==> config.mk <==
export PLATFORM = sky130hd
export DESIGN_NAME = ps2_scancode_queue
export DESIGN_NICKNAME = d
export VERILOG_FILES = /design/src/rtl/ps2_scancode_queue.sv
export SDC_FILE = /design/constraint.sdc
export NUM_CORES = 1
export LEC_CHECK = 0
export BUFFER_PORTS_ARGS = -buffer_cell sky130_fd_sc_hd__buf_2
export CAP_MARGIN = 20
export CORE_ASPECT_RATIO = 1.1
export CORE_MARGIN = 2
export CORE_UTILIZATION = 30
export CTS_BUF_LIST = sky130_fd_sc_hd__clkbuf_4 sky130_fd_sc_hd__clkbuf_8
export DETAILED_ROUTE_END_ITERATION = 16
export SYNTH_ARGS = -nofsm -noshare
export SYNTH_HDL_FRONTEND = slang
export SYNTH_SLANG_ARGS = --single-unit
==> constraint.sdc <==
create_clock -name clock -period 5.2 [get_ports clock]
set_clock_uncertainty 0.1 [all_clocks]
set_input_delay 0.52 -clock clock [delete_from_list [all_inputs] [get_ports clock]]
set_output_delay 0.52 -clock clock [all_outputs]
set_load 0.02 [all_outputs]
==> src/rtl/ps2_scancode_queue.sv <==
// PS/2 scancode queue: folds F0 break prefixes into bit 7 and buffers
// the resulting keycodes in a small circular FIFO for a polled/irq consumer.
module ps2_scancode_queue #(
  parameter int DEPTH_LOG2 = 3
) (
  input  logic       clock,
  input  logic       reset,
  input  logic [7:0] scancode,
  input  logic       scancode_valid,
  input  logic       scancode_error,
  input  logic       read_ack,
  input  logic       clear_overflow,
  input  logic       irq_enable,
  output logic [7:0] keycode,
  output logic       keycode_valid,
  output logic       irq,
  output logic       overflow_flag,
  output logic [7:0] error_count
);

  localparam int DEPTH = 2 ** DEPTH_LOG2;
  localparam logic [DEPTH_LOG2:0] FULL_COUNT =
    {1'b1, {DEPTH_LOG2{1'b0}}};

  typedef enum logic {
    IDLE,
    BREAK_PENDING
  } state_t;

  state_t state, state_next;

  logic       push;
  logic [7:0] push_data;

  logic [7:0]            mem [DEPTH];
  logic [DEPTH_LOG2-1:0] rd_ptr;
  logic [DEPTH_LOG2-1:0] wr_ptr;
  logic [DEPTH_LOG2:0]   count;

  logic full;
  logic empty;
  logic do_pop;
  logic do_push;
  logic drop;

  always_ff @(posedge clock or posedge reset) begin
    if (reset) begin
      state <= IDLE;
    end else begin
      state <= state_next;
    end
  end

  always_comb begin
    state_next = state;
    if (scancode_error) begin
      state_next = IDLE;
    end else if (scancode_valid) begin
      unique case (state)
        IDLE: begin
          if (scancode == 8'hF0) state_next = BREAK_PENDING;
        end
        BREAK_PENDING: begin
          if (scancode != 8'hF0 && scancode != 8'hE0)
            state_next = IDLE;
        end
        default: state_next = IDLE;
      endcase
    end
  end

  // E0 inside a pending break is passed through and keeps the break armed
  always_comb begin
    push      = 1'b0;
    push_data = scancode;
    if (scancode_valid && !scancode_error) begin
      unique case (state)
        IDLE: begin
          push = (scancode != 8'hF0);
        end
        BREAK_PENDING: begin
          push = (scancode != 8'hF0);
          if (scancode != 8'hE0) push_data = scancode | 8'h80;
        end
        default: push = 1'b0;
      endcase
    end
  end

  assign full    = (count == FULL_COUNT);
  assign empty   = (count == '0);
  assign do_pop  = read_ack && !empty;
  assign do_push = push && (!full || do_pop);
  assign drop    = push && !do_push;

  always_ff @(posedge clock or posedge reset) begin
    if (reset) begin
      rd_ptr <= '0;
      wr_ptr <= '0;
      count  <= '0;
    end else begin
      if (do_pop)  rd_ptr <= rd_ptr + 1'b1;
      if (do_push) wr_ptr <= wr_ptr + 1'b1;
      unique case ({do_push, do_pop})
        2'b10:   count <= count + 1'b1;
        2'b01:   count <= count - 1'b1;
        default: count <= count;
      endcase
    end
  end

  always_ff @(posedge clock) begin
    if (do_push) mem[wr_ptr] <= push_data;
  end

  always_ff @(posedge clock or posedge reset) begin
    if (reset) begin
      overflow_flag <= 1'b0;
    end else if (drop) begin
      overflow_flag <= 1'b1;
    end else if (clear_overflow) begin
      overflow_flag <= 1'b0;
    end
  end

  always_ff @(posedge clock or posedge reset) begin
    if (reset) begin
      error_count <= '0;
    end else if (scancode_error && error_count != 8'hFF) begin
      error_count <= error_count + 8'd1;
    end
  end

  assign keycode_valid = !empty;
  assign keycode       = keycode_valid ? mem[rd_ptr] : 8'h00;
  assign irq           = keycode_valid && irq_enable;

endmodule

=== Word level (Yosys, flattened, before mapping) ===
Memories as Yosys holds them, arrays and structs flattened.
Cells that the tools add are included.

* Add/sub/neg operators: 5
* Multipliers: 0
* Div/mod/pow operators: 0
* Magnitude comparators: 0
* Eq/ne operators: 7
* Shift operators: 0
* Multiplexer cells: 15
* Bitwise operators: 1
* Reductions and logical operators: 16

{| class="wikitable"
|+ Operator list
! kind !! number
|-
| 8-bit 2-to-1 mux || 4
|-
| 8-bit != test (second input constant) || 3
|-
| 1-bit 2-to-1 mux || 9
|-
| 8-bit by 1-bit adder with 8-bit output (second input constant) || 1
|-
| 8-bit equality test (second input constant) || 1
|-
| 4-bit case mux with 2 select lines || 1
|-
| 1-bit logical AND || 7
|-
| 3-bit by 1-bit adder with 3-bit output (second input constant) || 2
|-
| 2-bit nonzero test || 3
|-
| 4-bit by 1-bit adder with 4-bit output (second input constant) || 1
|-
| 4-bit equality test (second input constant) || 1
|-
| 1-bit zero test || 4
|-
| 4-bit zero test || 1
|-
| 4-bit by 1-bit subtractor with 4-bit output (second input constant) || 1
|-
| 2-bit by 1-bit equality test with 1-bit output (second input constant) || 1
|-
| 2-bit equality test (second input constant) || 1
|-
| 1-bit case mux with 2 select lines || 1
|-
| 1-bit logical OR || 1
|-
| 1-bit inverter || 1
|}

* Flip-flop bits (word level): 20
* Latch bits: 0
* Bits in writable memories: 64
* Bits in read-only memories: 0
* Input port bits: 15
* Output and inout port bits: 19
* Word-level logic and storage cells: 51
* Memories: 1

{| class="wikitable"
|+ Memories
! name !! words !! width !! read ports !! clocked after memory_dff !! write ports !! RTL line !! source
|-
| mem || 8 || 8 || 1 || 0 || 1 || 35 || <nowiki>logic [7:0] mem [DEPTH];</nowiki>
|}

=== Logic depth before layout (Yosys ltp) ===
Gate-level depths: netlist of the first run.

* Word-level depth: 8
* Depth in mapped cells: 10

=== Worst setup path after synthesis of the first run ===
Ideal clock, no wire load.

* Path kind: input port to flip-flop
* From: in scancode[1]
* To: reg count[3]
* Data arrival time: 2.558 ns
* Required time: 5.010 ns
* Setup slack: 2.453 ns
* Cell stages on the path: 9
* Path buffers: 0
* Path through: or4_4 o21ai_0 nand2_1 inv_1 ha_1 a21o_2 a21oi_1 or4b_2 o2111ai_1

* Word-level cells in the longest chain between the ends: 5
* Elaborated cells between the ends (all ways): 7
* Classes of those cells: 3 x eq/ne; 2 x mux; 2 x reduce/logical

{| class="wikitable"
|+ Ends and longest elaborated chain
! element !! RTL line !! source
|-
| start, declared || 8 || <nowiki>input logic [7:0] scancode,</nowiki>
|-
| 8-bit != test * || 79, 82 ||
|-
| 1-bit 2-to-1 mux * || 76 || <nowiki>if (scancode_valid && !scancode_error) begin</nowiki>
|-
| 1-bit logical AND * || 93 || <nowiki>assign do_push = push && (!full || do_pop);</nowiki>
|-
| 2-bit by 1-bit equality test with 1-bit output / 2-bit equality test (equally long branches) || 104 || <nowiki>unique case ({do_push, do_pop})</nowiki>
|-
| 4-bit case mux with 2 select lines / 2-bit nonzero test (equally long branches) || - ||
|-
| end signal, assigned || 105 || <nowiki>2'b10: count <= count + 1'b1;</nowiki>
|-
| end signal, assigned || 106 || <nowiki>2'b01: count <= count - 1'b1;</nowiki>
|-
| end signal, assigned || 107 || <nowiki>default: count <= count;</nowiki>
|-
| end, declared || 38 || <nowiki>logic [DEPTH_LOG2:0] count;</nowiki>
|}

Every way passes the cells marked *; elsewhere a longest branch is shown, timed or not.
A chain may end at the register's enable or synchronous reset.

=== Worst setup path after layout of the first run ===
* From: reg count[0]
* To: reg count[3]

* Word-level cells in the longest chain between the ends: 7
* Elaborated cells between the ends (all ways): 13
* Classes of those cells: 2 x add/sub; 3 x eq/ne; 1 x mux; 7 x reduce/logical

{| class="wikitable"
|+ Ends and longest elaborated chain
! element !! RTL line !! source
|-
| 4-bit zero test || 91 || <nowiki>assign empty = (count == '0);</nowiki>
|-
| 1-bit zero test || 92 || <nowiki>assign do_pop = read_ack && !empty;</nowiki>
|-
| 1-bit logical AND || 92 ||
|-
| 1-bit logical OR || 93 ||
|-
| 1-bit logical AND || 93 ||
|-
| 2-bit by 1-bit equality test with 1-bit output / 2-bit equality test (equally long branches) || 104 ||
|-
| 4-bit case mux with 2 select lines / 2-bit nonzero test (equally long branches) || - ||
|}

Parallel ways exist; a longest one is shown, timed or not.

==> summary.md, run 1 <==
| Metric | Value |
|---|---|
| # IOs | `34` |
| Vias in the first global route | `2069` |
| Postcts setup bufs | `0` |
| Post-synth cell types | `47` |
| Ys flop type | `edfxtp_1` |
| Worst-Margin Slew | `1.04 ns` |
| Final Hold Viols | `0` |
| Via-per-instance ratio | `4.79` |
| Initial antenna violation count | `0` |
| Global-route met2 utilization | `0.195` |
| Root Driver | `clkbuf_8` |
| Met3 usage | `0.0353` |
| RSZ-0062 raised after global routing | `no` |
| H-tree level count | `3` |
| Setup crit start kind | `register` |
| Initial Util | `0.310` |
| CP Launch Point | `count[0]` |
| Post-route ant nets | `0` |
| Setup_tns | `0 ns` |
| Leak pwr | `1.48 nW` |
| CP max stage cell | `nor4_4` |
| Maximum fanout along the worst path | `9` |
| Post-synth EDFFs | `64` |
| Die X | `108 um` |
| Hold_ws | `0.209 ns` |
| Busiest layer in global routing | `met2` |
| Worst stage delay on the critical path | `0.76 ns` |
| Total CTS buffers | `9` |
| TritonCTS clock tree | `yes` |
| Final Wtd Congestion | `0.732` |
| Total number of vias | `1946` |
| Post-synthesis sequential area ratio | `0.676` |
| Crit share post-route | `0.598` |
| Worst-skew pair later-pin latency | `0.35 ns` |
| Slew HR | `0.306` |
| Largest net degree at the start of global routing | `21` |
| Power, Total | `2.16 mW` |
| Final design utilization | `0.358` |
| Hold_buf cts | `0` |
| Fin crit period | `3.11 ns` |
| Die Area | `12800 sq um` |
| Core area | `11500 sq um` |
| Gr ovfl total | `0` |
| Post-route DRC | `0` |
| Worst path required time | `5.37 ns` |
| Area Overhead vs Synth | `15.3%` |
| Post-Place Setup Slack | `1.98 ns` |
| TritonRoute pass-1 iters | `4` |
| CTS resizes | `0` |
| FF+latch count, synth | `84` |
| Max Cap Violations | `0` |
| Critical path type | `register to register` |
| Clock sink count | `84` |
| First-pass GRT wire length | `11000 um` |
| Status | `finished clean` |
| Layout cells sized above 1 | `0.320` |
| Mapped Nets | `232` |
| Crit end category | `register` |
| Total GRT Usage | `0.117` |
| Fill count | `1103` |
| PnR worst setup slack | `2.09 ns` |
| Port-buffer cells | `33` |
| Final Net Count | `272` |
| Hold crit path type | `input pin to async pin` |
| Synth Cell Area | `3580 sq um` |
| Worst R2R Start | `count[0]` |
| DP HPWL | `4570 um` |
| Starting DRT DRC Count | `67` |
| Critical Path AT | `3.28 ns` |
| Critical Path, Cell by Cell | `nor4_4 > inv_4 > and2_4 > nand2_1 > inv_1 > ha_1 > a21o_2 > a21oi_1 > or4b_2 > o2111ai_1` |
| Cell Rows | `41` |
| Fin. max-slew vios | `0` |
| Longest Clk Path Bufs | `2` |
| VDD IR max | `0.301 mV` |
| PD cells | `523 nW/um^2` |
| Met1 GRT Util | `0.144` |
| Share of synthesized registers carrying an async set or reset | `0.238` |
| Syn avg cell area | `17.0 sq um` |
| Die Height | `119 um` |
| Routed WL | `6950 um` |
| Synth Warn # | `0` |
| Synth Instances | `211` |
| Final setup violation count | `0` |
| Diodes inserted | `0` |
| Routed wire length per instance | `17.1 um` |
| Highest clock rate | `321 MHz` |
| Clock transition at path regs | `0.09 ns` |
[cells in the final DEF, fill, tap and decap left out, types with 3 or more instances in the layout]
| cell | instances |
|---|---|
| buf_2 | 33 |
| clkbuf_8 | 9 |
| clkinvlp_4 | 4 |
| dfrtp_1 | 20 |
| edfxtp_1 | 64 |
| ha_1 | 5 |
| inv_1 | 8 |
| mux2i_1 | 9 |
| mux4_2 | 16 |
| nand2_1 | 11 |
| nand3_1 | 3 |
| nand4_1 | 4 |
| nor2_1 | 16 |
| nor3_2 | 3 |
| xnor2_1 | 10 |
| xor2_1 | 3 |
[sequential cells by signal, summed over array words and instances, names as in the netlist]
register       count
error_count        8
mem               64
rd_ptr             3
wr_ptr             3
count              4
state              1
overflow_flag      1
[per-stage QoR]
step,cell area [sq um],cells
6_report,4130,406
5_1_grt,4130,406
4_1_cts,4130,406
3_5_place_dp,3950,390
3_3_place_gp,3930,389
2_1_floorplan,3580,211
[area by class of cell]
type | instances | area (sq um) | share of cell area
clock buffer | 10 | 131 | 0.0318
clock inverter | 6 | 47.5 | 0.0115
inverter | 9 | 36.3 | 0.00878
multi-input combinational | 113 | 1110 | 0.270
sequential | 84 | 2420 | 0.586
tap | 150 | 188 | 0.0454
timing repair buffer | 34 | 193 | 0.0466
[worst max-delay path: cells and delay by family, from the launching register on]
kind                     cells  cell delay [ns]
flip-flops                   1             0.48
AND/OR/NAND/NOR              4             1.68
AO/OA/AOI/OAI                3             0.31
buffers and inverters        2             0.15
adder cells (fa/ha/maj)      1             0.30
[synth_stat cells (all sizes together) (2+ instances only)]
cell,instances,area share
nand3,3,0.0042
and2,4,0.0080
xor2,3,0.0073
nand4,4,0.0070
nand3b,2,0.0042
dfrtp,20,0.14
a21o,2,0.0045
ha,5,0.017
a21oi,2,0.0028
mux2i,11,0.035
mux2,3,0.010
nand2b,2,0.0035
inv,9,0.010
nand2,11,0.012
mux4,16,0.10
nor3,3,0.0056
xnor2,10,0.024
buf,4,0.0049
edfxtp,64,0.54
nor2,16,0.017
[routing by layer]
metal	share of wire	vias up	routed length [um]
met4	0.015	0	104
met2	0.51	50	3530
li1	-	889	-
met5	0	-	0
met1	0.43	997	2960
met3	0.051	10	358
[cells by family after synthesis]
kind of cell             share of synthesized area
flip-flops                                   0.676
multiplexers                                 0.146
AO/OA/AOI/OAI                               0.0286
AND/OR/NAND/NOR                             0.0782
adder cells (fa/ha/maj)                     0.0230
XOR/XNOR                                    0.0318
buffers and inverters                       0.0161
[power breakdown]
part | switching [mW] | internal, mW | leakage, nW
clock | 0.239 | 0.182 | 0.0790
sequential | 0.162 | 0.832 | 0.819
combinational | 0.380 | 0.368 | 0.577
[final timing paths]
check | cells past startpoint | end | slack [ns]
max in group asynchronous | 2 | error_count[6] | 4.28
min reg2reg | 1 | error_count[7] | 0.39
max | 10 | count[3] | 2.09
max reg2reg | 10 | count[3] | 2.09
min in group clock | 2 | overflow_flag | 0.26
min | 2 | error_count[3] | 0.21
No activity file was read; power rests on OpenSTA's default activity.
==> run 2, diff against run 1 <==
- ABC_AREA: default -> 1
- clock period: 5.2 -> 2.8 ns (I/O delays scaled with it)
==> run 2 against run 1 <==
  * Utilization down 0.61 points
  * Synthesized area rose by 5.8%
  * Wire length increased by 13%
  * Largest power group is now combinational cells
==> summary.md, run 2 <==
| Metric | Value |
|---|---|
| TritonCTS clock tree | `yes (unchanged)` |
| Fin crit period | `2.39 ns` |
| Hold crit path type | `input pin to register (was input pin to async pin)` |
| Worst-Margin Slew | `0.757 ns (was 1.04 ns)` |
| Reg with most FFs | `mem (unchanged)` |
| Clock sink count | `84 (unchanged)` |
| Setup crit start kind | `register (unchanged)` |
| Hold_buf cts | `1 (was 0)` |
| Register Area | `2420 sq um (unchanged)` |
| Core area | `12500 sq um (was 11500 sq um)` |
| Yosys top cell area share | `0.507 (was 0.536)` |
| Post-synth top cells | `edfxtp_1 (64), nor2_1 (60), nand2_1 (37) (was edfxtp_1 (64), dfrtp_1 (20), mux4_2 (16), nor2_1 (16), nand2_1 (11))` |
| Max reg flops | `64 (unchanged)` |
| VDD IR max | `0.515 mV (was 0.301 mV)` |
| Setup_tns | `0 ns (unchanged)` |
| Total GRT Usage | `0.124 (was 0.117)` |
| Final design utilization | `0.352 (was 0.358)` |
| TritonRoute pass-1 iters | `4 (unchanged)` |
| Die X | `111 um (was 108 um)` |
| Cell Rows | `43 (was 41)` |
| Max Cap Violations | `0 (unchanged)` |
| CP top delay family | `buffers and inverters (was simple AND/OR/NAND/NOR gates)` |
| Critical path type | `register to output port (was register to register)` |
| Ys flop type | `edfxtp_1 (unchanged)` |
| Buf+Inv Stages, Crit Path | `3 (was 2)` |
| Post-synthesis sequential area ratio | `0.639 (was 0.676)` |
| Postcts setup bufs | `0 (unchanged)` |
| Most common cell after layout, fill and taps aside | `edfxtp_1 (unchanged)` |
| Post-route DRC | `0 (unchanged)` |
| Slew HR | `0.495 (was 0.306)` |
| Syn avg cell area | `11.5 sq um (was 17.0 sq um)` |
| Total number of vias | `2477 (was 1946)` |
| Vias in the first global route | `2416 (was 2069)` |
| FF+latch count, synth | `84 (unchanged)` |
| Diodes inserted | `0 (unchanged)` |
| Total CTS buffers | `9 (unchanged)` |
| Status | `finished clean (unchanged)` |
| Largest net degree at the start of global routing | `34 (was 21)` |
| First-pass GRT wire length | `12800 um (was 11000 um)` |
| Via-per-instance ratio | `4.59 (was 4.79)` |
| Final setup violation count | `0 (unchanged)` |
| Mux cell area share after synthesis | `0.00297 (was 0.146)` |
| Maximum fanout along the worst path | `22 (was 9)` |
| Commonest cells after routing, fill and taps aside | `edfxtp_1 (64), nor2_1 (60), nand2_1 (37), buf_2 (33), o21ai_1 (24) (was edfxtp_1 (64), buf_2 (33), dfrtp_1 (20), nor2_1 (16), mux4_2 (16))` |
| Reg2Reg Setup Slack | `0.63 ns (was 2.09 ns)` |
| Layout cells sized above 1 | `0.261 (was 0.320)` |
| Initial Util | `0.304 (was 0.310)` |
| Top Registers | `mem x64, error_count x8, count x4 (unchanged)` |
| Worst-skew pair later-pin latency | `0.35 ns (about the same)` |
| Area of the multi-input gates | `1180 sq um (was 1110 sq um)` |
| Highest clock rate | `418 MHz` |
| Longest Clk Path Bufs | `2 (unchanged)` |
| Fill count | `1263 (was 1103)` |
| Routed WL | `7860 um (was 6950 um)` |
| CP max stage cell | `dfrtp_1 (was nor4_4)` |
| Crit-path most repeated cell | `nor2_1` |
| Fin. max-slew vios | `0 (unchanged)` |
| Die Area | `13600 sq um (was 12800 sq um)` |
| Reg2Reg Depth | `15 (was 10)` |
| Crit share post-route | `0.854` |
| Cell taking the most area after synthesis | `edfxtp_1 (unchanged)` |
| DP HPWL | `5280 um (was 4570 um)` |
| Post-synth EDFFs | `64 (unchanged)` |
| Root Driver | `clkbuf_8 (unchanged)` |
| Synth Cell Area | `3790 sq um (was 3580 sq um)` |
| Final Hold Viols | `0 (unchanged)` |
| Post-route ant nets | `0 (unchanged)` |
| Final Net Count | `400 (was 272)` |
| PD cells | `1010 nW/um^2 (was 523 nW/um^2)` |
| Port-buffer cells | `33 (unchanged)` |
| Post-synth cell types | `30 (was 47)` |
| Final Wtd Congestion | `0.813 (was 0.732)` |
| Leak pwr | `1.72 nW (was 1.48 nW)` |
| Critical Path AT | `2.01 ns (was 3.28 ns)` |
| Area fraction in compound gates after synthesis | `0.106 (was 0.0286)` |
| Crit. path cell count | `7 (was 10)` |
| Area Overhead vs Synth | `15.8% (was 15.3%)` |
| Clock transition at path regs | `0.08 ns (was 0.09 ns)` |
| CTS resizes | `0 (unchanged)` |
| Synth Instances | `331 (was 211)` |
| Synth Area in Simple Gates | `0.156 (was 0.0782)` |
| Starting DRT DRC Count | `188 (was 67)` |
| Synth Warn # | `0 (unchanged)` |
| Synth Area in XOR/XNOR | `0.0254 (was 0.0318)` |
| Largest family of logic cells by synthesized area | `simple AND/OR/NAND/NOR gates (was multiplexers)` |
| Initial antenna violation count | `0 (unchanged)` |
| Critical Path, Cell by Cell | `inv_2 > buf_4 > nor2_2 > o32ai_2 > nor2_1 > nor2_1 > buf_2 (was nor4_4 > inv_4 > and2_4 > nand2_1 > inv_1 > ha_1 > a21o_2 > a21oi_1 > or4b_2 > o2111ai_1)` |
| Crit end category | `output port (was register)` |
| Most numerous cell in the Yosys netlist | `edfxtp_1 (unchanged)` |
| RSZ-0062 raised after global routing | `no (unchanged)` |
| Worst stage delay on the critical path | `0.39 ns (was 0.76 ns)` |
| H-tree level count | `3 (unchanged)` |
| Routed wire length per instance | `14.6 um (was 17.1 um)` |
| Share of synthesized registers carrying an async set or reset | `0.238 (unchanged)` |
| Worst path required time | `2.42 ns (was 5.37 ns)` |
| Top post-synthesis cells by area | `edfxtp_1 (51%), dfrtp_1 (13%), nor2_1 (5.9%) (was edfxtp_1 (54%), dfrtp_1 (14%), mux4_2 (10%))` |
| Mapped Nets | `352 (was 232)` |
| # IOs | `34 (unchanged)` |
| Die Height | `122 um (was 119 um)` |
| Synth Area in Adders | `0.0218 (was 0.0230)` |
| Min-Delay Path Depth | `2` |
| Gr ovfl total | `0 (unchanged)` |
==> run 2: changes by cell type after synthesis, moves of 6 or more <==
| cell | previous run | this run |
|---|---|---|
| o21ai_0 | 1 | 20 |
| o21ai_1 | 0 | 24 |
| nand2_1 | 11 | 37 |
| nor2_2 | 0 | 20 |
| mux2i_1 | 9 | 0 |
| o32ai_2 | 0 | 8 |
| mux4_2 | 16 | 0 |
| inv_1 | 8 | 22 |
| nor2_1 | 16 | 60 |
| xnor2_1 | 10 | 4 |
| buf_6 | 0 | 6 |
==> run 2: cell type report <==
cell class / instances / share of cell area
sequential: 84 / 0.552
multi-input combinational: 210 / 0.269
timing repair buffer: 48 / 0.0638
tap: 157 / 0.0447
clock buffer: 11 / 0.0316
inverter: 26 / 0.0222
clock inverter: 4 / 0.0168
==> run 2: report_power, final <==
part           internal, mW  switching [mW]
sequential             1.54           0.157
clock                 0.520           0.414
combinational         0.630            1.16
total                  2.69            1.73
==> run 2: logic make-up (layout without fill, tap and decap cells) <==
logic type	Yosys count	count (layout)
adder cells (fa/ha/maj)	6	6
AO/OA/AOI/OAI	58	58
buffers and inverters	37	89
flip-flops	84	84
AND/OR/NAND/NOR	134	134
XOR/XNOR	11	11
multiplexers	1	1
==> run 2: worst paths after layout <==
kind | startpoint | end
setup reg to reg | count[0] | count[3]
max in group asynchronous | reset | count[3]
setup / recovery | rd_ptr[0] | keycode[1]
hold reg to reg | error_count[4] | error_count[4]
min in group asynchronous | reset | error_count[0]
hold / removal | clear_overflow | overflow_flag
==> run 2: stage by stage <==
stage	setup slack, ns	instances	cell area, sq um	total power [mW]	hold slack (ns)
2_1_floorplan	0.859	331	3790	3.06	0.144
3_3_place_gp	0.660	524	4170	3.50	0.364
3_5_place_dp	0.599	524	4170	3.53	0.366
4_1_cts	0.358	540	4390	4.47	0.0207
5_1_grt	0.233	540	4390	4.73	0.0360
6_report	0.409	540	4390	4.42	0.0489
==> run 2: per-layer routing <==
| metal | track usage | share of wire | vias to the layer above |
|---|---|---|---|
| met2 | 0.199 | 0.48 | 63 |
| met3 | 0.0358 | 0.054 | 13 |
| met5 | 0 | 0 | - |
| met4 | 0.0486 | 0.018 | 0 |
| li1 | - | - | 1221 |
| met1 | 0.160 | 0.45 | 1180 |
